**src/rtl/bp_pkg.sv**
```systemverilog
// Shared types for the branch-predictor port scheduler.
//   LOCAL_WIDTH_DEF : default predictor index width (index = PC[LOCAL_WIDTH+1:2])
//   sched_state_e   : scheduler mode, NORMAL (fetch first) or DRAIN (updates first)
//   upd_entry_t     : one buffered commit outcome {predictor index, taken}
package bp_pkg;

  localparam int LOCAL_WIDTH_DEF = 10;

  typedef enum logic {
    NORMAL = 1'b0,
    DRAIN  = 1'b1
  } sched_state_e;

  typedef struct packed {
    logic [LOCAL_WIDTH_DEF-1:0] index;
    logic                       taken;
  } upd_entry_t;

endpackage

```
**src/rtl/bp_update_fifo.sv**
```systemverilog
// Synchronous FIFO holding committed-branch outcomes until the predictor port is free.
// Ports:
//   clk_in, rst_n_in : clock, asynchronous active-low reset
//   push_i, data_i   : enqueue request and entry (ignored when full)
//   pop_i            : dequeue head (ignored when empty)
//   full_o, empty_o  : occupancy flags
//   count_o          : number of stored entries (0..DEPTH)
//   head_o           : oldest entry; only meaningful when !empty_o
module bp_update_fifo #(
  parameter int WIDTH = 11,
  parameter int DEPTH = 8
) (
  input  logic                       clk_in,
  input  logic                       rst_n_in,
  input  logic                       push_i,
  input  logic [WIDTH-1:0]           data_i,
  input  logic                       pop_i,
  output logic                       full_o,
  output logic                       empty_o,
  output logic [$clog2(DEPTH):0]     count_o,
  output logic [WIDTH-1:0]           head_o
);

  localparam int AW = $clog2(DEPTH);
  localparam logic [AW:0] FULL_CNT = (AW+1)'(DEPTH);

  logic [WIDTH-1:0] mem_q [DEPTH];
  logic [AW-1:0]    wr_ptr_q, rd_ptr_q;
  logic [AW:0]      count_q;
  logic             do_push, do_pop;

  assign full_o  = (count_q == FULL_CNT);
  assign empty_o = (count_q == '0);
  assign count_o = count_q;
  assign head_o  = mem_q[rd_ptr_q];

  assign do_push = push_i && !full_o;
  assign do_pop  = pop_i && !empty_o;

  // Pointers are log2(DEPTH) wide and wrap on their own.
  always_ff @(posedge clk_in or negedge rst_n_in) begin
    if (!rst_n_in) begin
      wr_ptr_q <= '0;
      rd_ptr_q <= '0;
      count_q  <= '0;
    end else begin
      if (do_push) wr_ptr_q <= wr_ptr_q + 1'b1;
      if (do_pop)  rd_ptr_q <= rd_ptr_q + 1'b1;
      count_q <= count_q + {{AW{1'b0}}, do_push} - {{AW{1'b0}}, do_pop};
    end
  end

  // Storage carries no reset; validity is tracked by count_q alone.
  always_ff @(posedge clk_in) begin
    if (do_push) mem_q[wr_ptr_q] <= data_i;
  end

endmodule

```
**src/rtl/bp_port_scheduler.sv**
```systemverilog
// Shares the single address/update port of the branch predictor between fetch lookups
// (latency-critical) and buffered commit-outcome updates (deferrable). NORMAL mode favours
// fetch; DRAIN mode favours updates and is entered on high occupancy or a stale head.
// Ports:
//   clk_in, rst_n_in, rdy_in          : clock, async active-low reset, global freeze when low
//   fetch_req_in/addr_in, fetch_gnt_out : lookup request, PC, combinational grant
//   fetch_pred_valid_out/pred_out     : prediction for the previous cycle's granted lookup
//   commit_valid/addr/taken_in, commit_ready_out : outcome producer handshake
//   pred_addr_out, pred_transition_out, pred_branch_out : predictor index/update strobe/outcome
//   pred_prediction_in                : predictor output for the previous cycle's index
module bp_port_scheduler
  import bp_pkg::*;
#(
  parameter int LOCAL_WIDTH = LOCAL_WIDTH_DEF,
  parameter int DEPTH       = 8,
  parameter int HI_THRESH   = 6,
  parameter int LO_THRESH   = 2,
  parameter int MAX_WAIT    = 15
) (
  input  logic                   clk_in,
  input  logic                   rst_n_in,
  input  logic                   rdy_in,
  input  logic                   fetch_req_in,
  input  logic [31:0]            fetch_addr_in,
  output logic                   fetch_gnt_out,
  output logic                   fetch_pred_valid_out,
  output logic                   fetch_pred_out,
  input  logic                   commit_valid_in,
  input  logic [31:0]            commit_addr_in,
  input  logic                   commit_taken_in,
  output logic                   commit_ready_out,
  output logic [LOCAL_WIDTH-1:0] pred_addr_out,
  output logic                   pred_transition_out,
  output logic                   pred_branch_out,
  input  logic                   pred_prediction_in
);

  localparam int AW = $clog2(DEPTH);
  localparam int WW = $clog2(MAX_WAIT + 1);
  localparam int EW = $bits(upd_entry_t);
  localparam logic [WW-1:0] WAIT_MAX = WW'(MAX_WAIT);

  sched_state_e           state_q, state_d;
  logic [WW-1:0]          wait_q, wait_d;
  logic [LOCAL_WIDTH-1:0] last_addr_q;
  logic                   live_q, pv_q, hold_q;

  logic [AW:0]            count;
  logic                   full, empty;
  upd_entry_t             head, push_entry;
  logic [EW-1:0]          head_bits;
  logic                   port_en, gnt, upd, push;
  logic [LOCAL_WIDTH-1:0] fetch_idx;
  logic                   unused_bits;

  assign fetch_idx  = fetch_addr_in[LOCAL_WIDTH+1:2];
  assign push_entry = '{index: commit_addr_in[LOCAL_WIDTH+1:2], taken: commit_taken_in};
  assign head       = upd_entry_t'(head_bits);

  assign commit_ready_out = rdy_in && !full;
  assign push             = commit_valid_in && commit_ready_out;
  // Grants are suppressed while reset is asserted so the port is quiet during reset.
  assign port_en          = rdy_in && rst_n_in;

  assign unused_bits = ^{fetch_addr_in[31:LOCAL_WIDTH+2], fetch_addr_in[1:0],
                         commit_addr_in[31:LOCAL_WIDTH+2], commit_addr_in[1:0]};

  bp_update_fifo #(
    .WIDTH (EW),
    .DEPTH (DEPTH)
  ) u_fifo (
    .clk_in   (clk_in),
    .rst_n_in (rst_n_in),
    .push_i   (push),
    .data_i   (push_entry),
    .pop_i    (upd),
    .full_o   (full),
    .empty_o  (empty),
    .count_o  (count),
    .head_o   (head_bits)
  );

  // Port ownership: exactly one of lookup/update per ready cycle, chosen by mode.
  always_comb begin
    gnt = 1'b0;
    upd = 1'b0;
    if (port_en) begin
      case (state_q)
        NORMAL: begin
          gnt = fetch_req_in;
          upd = !fetch_req_in && !empty;
        end
        DRAIN: begin
          upd = !empty;
          gnt = empty && fetch_req_in;
        end
        default: begin
          gnt = 1'b0;
          upd = 1'b0;
        end
      endcase
    end
  end

  // Mode and head-age next state. Entry uses registered occupancy/age; exit looks at the
  // occupancy left after this cycle's pop and push.
  always_comb begin
    logic [AW:0] count_after;
    state_d     = state_q;
    wait_d      = wait_q;
    count_after = count + {{AW{1'b0}}, push} - {{AW{1'b0}}, upd};
    if (port_en) begin
      case (state_q)
        NORMAL: if (int'(count) >= HI_THRESH || wait_q == WAIT_MAX) state_d = DRAIN;
        DRAIN:  if (int'(count_after) <= LO_THRESH) state_d = NORMAL;
        default: state_d = NORMAL;
      endcase
      if (upd || count_after == '0) wait_d = '0;
      else if (wait_q != WAIT_MAX)  wait_d = wait_q + 1'b1;
    end
  end

  assign fetch_gnt_out       = gnt;
  assign pred_transition_out = upd;
  assign pred_branch_out     = upd && head.taken;
  assign pred_addr_out       = gnt ? fetch_idx : (upd ? head.index : last_addr_q);

  // The predictor answers one cycle after it sees the index, so the prediction is passed
  // straight through in the cycle after a grant; otherwise the last shown value is held.
  assign fetch_pred_valid_out = pv_q;
  assign fetch_pred_out       = live_q ? pred_prediction_in : hold_q;

  always_ff @(posedge clk_in or negedge rst_n_in) begin
    if (!rst_n_in) begin
      state_q     <= NORMAL;
      wait_q      <= '0;
      last_addr_q <= '0;
      live_q      <= 1'b0;
      pv_q        <= 1'b0;
      hold_q      <= 1'b0;
    end else begin
      state_q     <= state_d;
      wait_q      <= wait_d;
      last_addr_q <= pred_addr_out;
      hold_q      <= fetch_pred_out;
      if (rdy_in) begin
        live_q <= gnt;
        pv_q   <= gnt;
      end else begin
        live_q <= 1'b0;
      end
    end
  end

endmodule

```
**config.mk**
```make
export PLATFORM = sky130hd
export DESIGN_NAME = bp_port_scheduler
export DESIGN_NICKNAME = d
export VERILOG_FILES = /design/src/rtl/bp_pkg.sv /design/src/rtl/bp_update_fifo.sv /design/src/rtl/bp_port_scheduler.sv
export SDC_FILE = /design/constraint.sdc
export NUM_CORES = 1
export LEC_CHECK = 0
export ABC_AREA = 1
export ABC_CLOCK_PERIOD_IN_PS = 3500
export CORE_UTILIZATION = 40
export DETAILED_ROUTE_END_ITERATION = 8
export PLACE_DENSITY = 0.74
export SLEW_MARGIN = 10
export SYNTH_ARGS = -nofsm -noshare
export SYNTH_HDL_FRONTEND = slang
export SYNTH_SLANG_ARGS = --single-unit
```
**constraint.sdc**
```tcl
create_clock -name clk_in -period 3.5 [get_ports clk_in]
set_clock_uncertainty 0.15 [all_clocks]
set_input_delay 0.7 -clock clk_in [delete_from_list [all_inputs] [get_ports clk_in]]
set_output_delay 0.7 -clock clk_in [all_outputs]
set_load 0.02 [all_outputs]
```
==> flow_summary.rst <==
.. list-table::
   :header-rows: 1

   * - Metric
     - Value
   * - End-of-flow core utilization
     - 0.500
   * - Clock sinks
     - 116
   * - Reg2Reg Capture Point
     - wait_q[3]$_DFFE_PN0P_
   * - Type of the tightest min-delay check
     - register to register
   * - Cells traversed along the worst timing path
     - clkdlybuf4s50_1 > nand2_1 > clkinv_2 > o211ai_4 > inv_6 > nand2_1 > nor2_1 > clkdlybuf4s50_1
   * - Critical Path AT
     - 2.43 ns
   * - Highest-count cells in the layout ignoring fill and taps
     - sky130_fd_sc_hd__edfxtp_1 (88), sky130_fd_sc_hd__nand2_1 (82), sky130_fd_sc_hd__nor2_1 (77), sky130_fd_sc_hd__clkdlybuf4s50_1 (32), sky130_fd_sc_hd__dfrtp_1 (28)
   * - Worst reg2reg path startpoint
     - u_fifo.count_o[2]$_DFF_PN0_
   * - CTS tree
     - done
   * - Power density of the placed cells
     - 833 nW/um^2
   * - Post-synthesis instance area
     - 5210 um^2
   * - Number of iterations in the first detailed-routing pass
     - 6
   * - Placement Cell Area
     - 5760 um^2
   * - Overflow left after global routing
     - 0
   * - Layout cells sized above 1
     - 0.115
   * - Max-slew violations
     - 0
   * - Standby leakage power
     - 2.60 nW
   * - Initial Utilization
     - 0.411
   * - Number of global-route vias before repair
     - 3477
   * - Via count
     - 3514
   * - Biggest fanout along the worst timing path
     - 16
   * - Reg2reg setup slack
     - 0.47 ns
   * - Worst Setup Start Kind
     - input pin
   * - IR drop worst, VDD
     - 380 uV
   * - Synthesized netlist net count
     - 539
   * - Number of failing setup endpoints in the final timing report
     - 0
   * - P&R area growth vs syn
     - 21.8%
   * - Final instance area
     - 6340 um^2
   * - Placement row count
     - 41
   * - H-Tree Level Count
     - 4
   * - Global-route wire length before repair
     - 17.1 mm
   * - Antenna-violating nets left
     - 0
   * - Post-route total power
     - 5.28 mW
   * - Fraction of post-synthesis cell area in the top cell type by area
     - 0.508
   * - Slowest library cell on the worst path
     - sky130_fd_sc_hd__clkdlybuf4s50_1
   * - Critical path type
     - input pin to output pin
   * - Half-perimeter wire length of the detailed placement result
     - 6.60 mm
   * - Top-level I/O count
     - 87
   * - Antenna Cells
     - 0
   * - Final worst-path cycle share
     - 0.937
   * - Yosys reg bits
     - 116
   * - Largest net degree at the start of global routing
     - 47
   * - DRC violation total after the first TritonRoute iteration
     - 316
   * - Number of setup buffers added after CTS
     - 0
   * - Worst-margin pin slew
     - 0.519 ns
   * - Routability congestion estimate
     - 0.781
   * - Commonest non-fill, non-tap cell in the layout
     - sky130_fd_sc_hd__edfxtp_1
   * - Average wire length per cell after detail routing
     - 15.6 um
   * - Mean instance size in the synthesized netlist
     - 11.5 um^2
   * - Cell count of the worst reg-to-reg path
     - 17
   * - Post-synthesis instance total
     - 453
   * - Total routing usage reported by global routing
     - 0.175
   * - Overall die area
     - 13500 um^2
   * - Sequential fraction of the synthesis area
     - 0.642
   * - Vert. Die Dim
     - 116 um
   * - Average via count per standard cell
     - 5.06
   * - Horizontal die dimension
     - 116 um
   * - Largest incremental delay on the critical path
     - 0.64 ns
   * - Insertion delay of the later-clocked pin in the worst-skew pair
     - 0.40 ns
   * - Sort of element at the end of the critical path
     - output pin
   * - Endpoints failing hold
     - 0
   * - Clock Path Buffers
     - 2
   * - Top cell type by total area after synthesis
     - sky130_fd_sc_hd__edfxtp_1
   * - # placed instances
     - 663
   * - Maximum frequency from static timing analysis
     - 305 MHz
   * - Final critical-path required period
     - 3.28 ns
   * - Buf+Inv Stages, Crit Path
     - 4
   * - Post-Layout Cell Count
     - 694
   * - Cell type group with the largest total delay on the critical path
     - buffers and inverters
   * - RSZ-0062 raised after global routing
     - no
   * - Count of input and output buffers
     - 42
   * - Run status
     - completed
   * - Sum of routed wire length over all layers
     - 10.8 mm
   * - Layout fillers
     - 1048
   * - Final routed DRC violation total
     - 0
   * - Endpoint required time on the critical path
     - 2.65 ns
   * - Root buffer cell
     - sky130_fd_sc_hd__clkbuf_16
   * - Slew margin rel.
     - 0.654
   * - CTS buffer count
     - 17
   * - Beginning of the critical path
     - rdy_in
   * - Initial antenna violation count
     - 0
   * - Number of cells on the critical path
     - 8
   * - Number of nets in the finished design
     - 596
   * - Critical Path Sink
     - pred_branch_out
   * - MaxCap Viol Count
     - 0
   * - Clock slew at the register clock pins of the worst setup and hold paths
     - 0.05 ns
   * - Total core area
     - 12700 um^2
   * - Yosys Warn Count
     - 0
   * - Leading post-synthesis cells by cell area
     - sky130_fd_sc_hd__edfxtp_1 (51%), sky130_fd_sc_hd__dfrtp_1 (13%), sky130_fd_sc_hd__nand2_1 (5.9%), sky130_fd_sc_hd__nor2_1 (5.6%), sky130_fd_sc_hd__ha_1 (3.1%)
   * - Number of distinct library cells after synthesis
     - 36
[timing repair]
action | 4_1_cts | 5_1_grt
resized for setup | 0 | 12
endpoints found under the hold margin | 0 | 0
hold buffers | 0 | 0
endpoints found under the setup margin | 0 | 10
[Yosys cell counts]
cell,n
sky130_fd_sc_hd__a211oi_1,1
sky130_fd_sc_hd__a21oi_1,3
sky130_fd_sc_hd__a31oi_4,1
sky130_fd_sc_hd__buf_12,1
sky130_fd_sc_hd__buf_2,1
sky130_fd_sc_hd__buf_4,3
sky130_fd_sc_hd__buf_6,8
sky130_fd_sc_hd__buf_8,3
sky130_fd_sc_hd__clkbuf_4,2
sky130_fd_sc_hd__clkbuf_8,2
sky130_fd_sc_hd__clkinv_2,1
sky130_fd_sc_hd__dfrtp_1,28
sky130_fd_sc_hd__edfxtp_1,88
sky130_fd_sc_hd__fa_1,2
sky130_fd_sc_hd__ha_1,13
sky130_fd_sc_hd__inv_1,25
sky130_fd_sc_hd__inv_2,3
sky130_fd_sc_hd__inv_4,1
sky130_fd_sc_hd__inv_8,1
sky130_fd_sc_hd__mux2_2,1
sky130_fd_sc_hd__nand2_1,82
sky130_fd_sc_hd__nand2_2,2
sky130_fd_sc_hd__nand3_1,19
sky130_fd_sc_hd__nand3_2,2
sky130_fd_sc_hd__nand4_1,1
sky130_fd_sc_hd__nor2_1,77
sky130_fd_sc_hd__nor2_2,3
sky130_fd_sc_hd__o211ai_1,20
sky130_fd_sc_hd__o211ai_4,1
sky130_fd_sc_hd__o21ai_0,27
sky130_fd_sc_hd__o21ai_1,20
sky130_fd_sc_hd__o221a_2,1
sky130_fd_sc_hd__o221ai_1,1
sky130_fd_sc_hd__or2_1,1
sky130_fd_sc_hd__xnor2_1,2
sky130_fd_sc_hd__xor2_1,6
[layer usage]
layer	part of all wire	routed length (um)	vias to the layer above	global-route usage
li1	-	-	1672	-
met1	0.40	4340	1686	0.209
met2	0.51	5530	139	0.288
met3	0.065	707	17	0.0486
met4	0.023	248	0	0.0974
met5	0	0	-	0
[registers in the layout (all words and copies together), names as in the netlist]
signal,cells
u_fifo.wr_ptr_q,3
u_fifo.mem_q,88
u_fifo.count_o,4
hold_q,1
last_addr_q,10
wait_q,4
u_fifo.rd_ptr_q,3
live_q,1
state_q,1
fetch_pred_valid_out,1
[worst register-to-register path, stage by stage, from the launching register on]
cell	delay, ns
sky130_fd_sc_hd__dfrtp_1	0.38
sky130_fd_sc_hd__inv_1	0.12
sky130_fd_sc_hd__ha_1	0.19
sky130_fd_sc_hd__nand3_2	0.11
sky130_fd_sc_hd__o211ai_4	0.12
sky130_fd_sc_hd__inv_6	0.12
sky130_fd_sc_hd__ha_1	0.29
sky130_fd_sc_hd__inv_1	0.06
sky130_fd_sc_hd__ha_1	0.16
sky130_fd_sc_hd__inv_1	0.06
sky130_fd_sc_hd__fa_1	0.47
sky130_fd_sc_hd__inv_1	0.05
sky130_fd_sc_hd__nor2_1	0.08
sky130_fd_sc_hd__nand4_1	0.16
sky130_fd_sc_hd__nand3_2	0.16
sky130_fd_sc_hd__nand2_2	0.10
sky130_fd_sc_hd__nand2_1	0.08
sky130_fd_sc_hd__nand2_1	0.07
[area by class of cell]
| type | count | area [um^2] | share of cell area |
|---|---|---|---|
| flip-flops and latches | 116 | 3340 | 0.527 |
| multi-input cells | 286 | 1510 | 0.238 |
| repair buffers | 58 | 594 | 0.0937 |
| clock buffers | 19 | 433 | 0.0683 |
| well taps | 172 | 215 | 0.0339 |
| inverters | 31 | 130 | 0.0205 |
| clock inverters | 12 | 115 | 0.0182 |
[cell families (layout without fill, tap and decap cells)]
kind of cell	after synthesis	after routing	synth area share
mux	1	1	0.00216
fa+ha+maj	15	15	0.0389
xor+xnor	8	8	0.0135
flops	116	116	0.642
simple gates	187	187	0.145
compound gates	75	75	0.0904
buf+inv	51	120	0.0678
[power by group]
| part | leakage (nW) | switching [mW] | internal [mW] |
|---|---|---|---|
| clock | 0.263 | 0.557 | 1.03 |
| combinational | 1.20 | 1.16 | 0.707 |
| sequential | 1.14 | 0.116 | 1.72 |
[per-stage QoR]
stage / hold slack (ns) / setup WS, ns / setup TNS, ns
finish: 0.341 / 0.221 / 0
global placement: 0.322 / -0.0311 / -0.102
floorplan: 0.254 / 0.471 / 0
global route: 0.372 / 0.131 / 0
CTS: 0.347 / 0.00796 / 0
detailed placement: 0.328 / -0.0948 / -0.357
[how the worst min path moves through the flow]
stage                                      from                                to  slack, ns  cells after the start
6_report       fetch_pred_valid_out$_DFFE_PN0P_  fetch_pred_valid_out$_DFFE_PN0P_       0.34                      2
2_1_floorplan                          rst_n_in  fetch_pred_valid_out$_DFFE_PN0P_       0.25                      0
4_1_cts        fetch_pred_valid_out$_DFFE_PN0P_  fetch_pred_valid_out$_DFFE_PN0P_       0.35                      2
3_5_place_dp   fetch_pred_valid_out$_DFFE_PN0P_  fetch_pred_valid_out$_DFFE_PN0P_       0.33                      2
3_3_place_gp   fetch_pred_valid_out$_DFFE_PN0P_  fetch_pred_valid_out$_DFFE_PN0P_       0.32                      2
5_1_grt                        hold_q$_DFF_PN0_                  hold_q$_DFF_PN0_       0.37                      1
(Power assumes the default switching activity.)
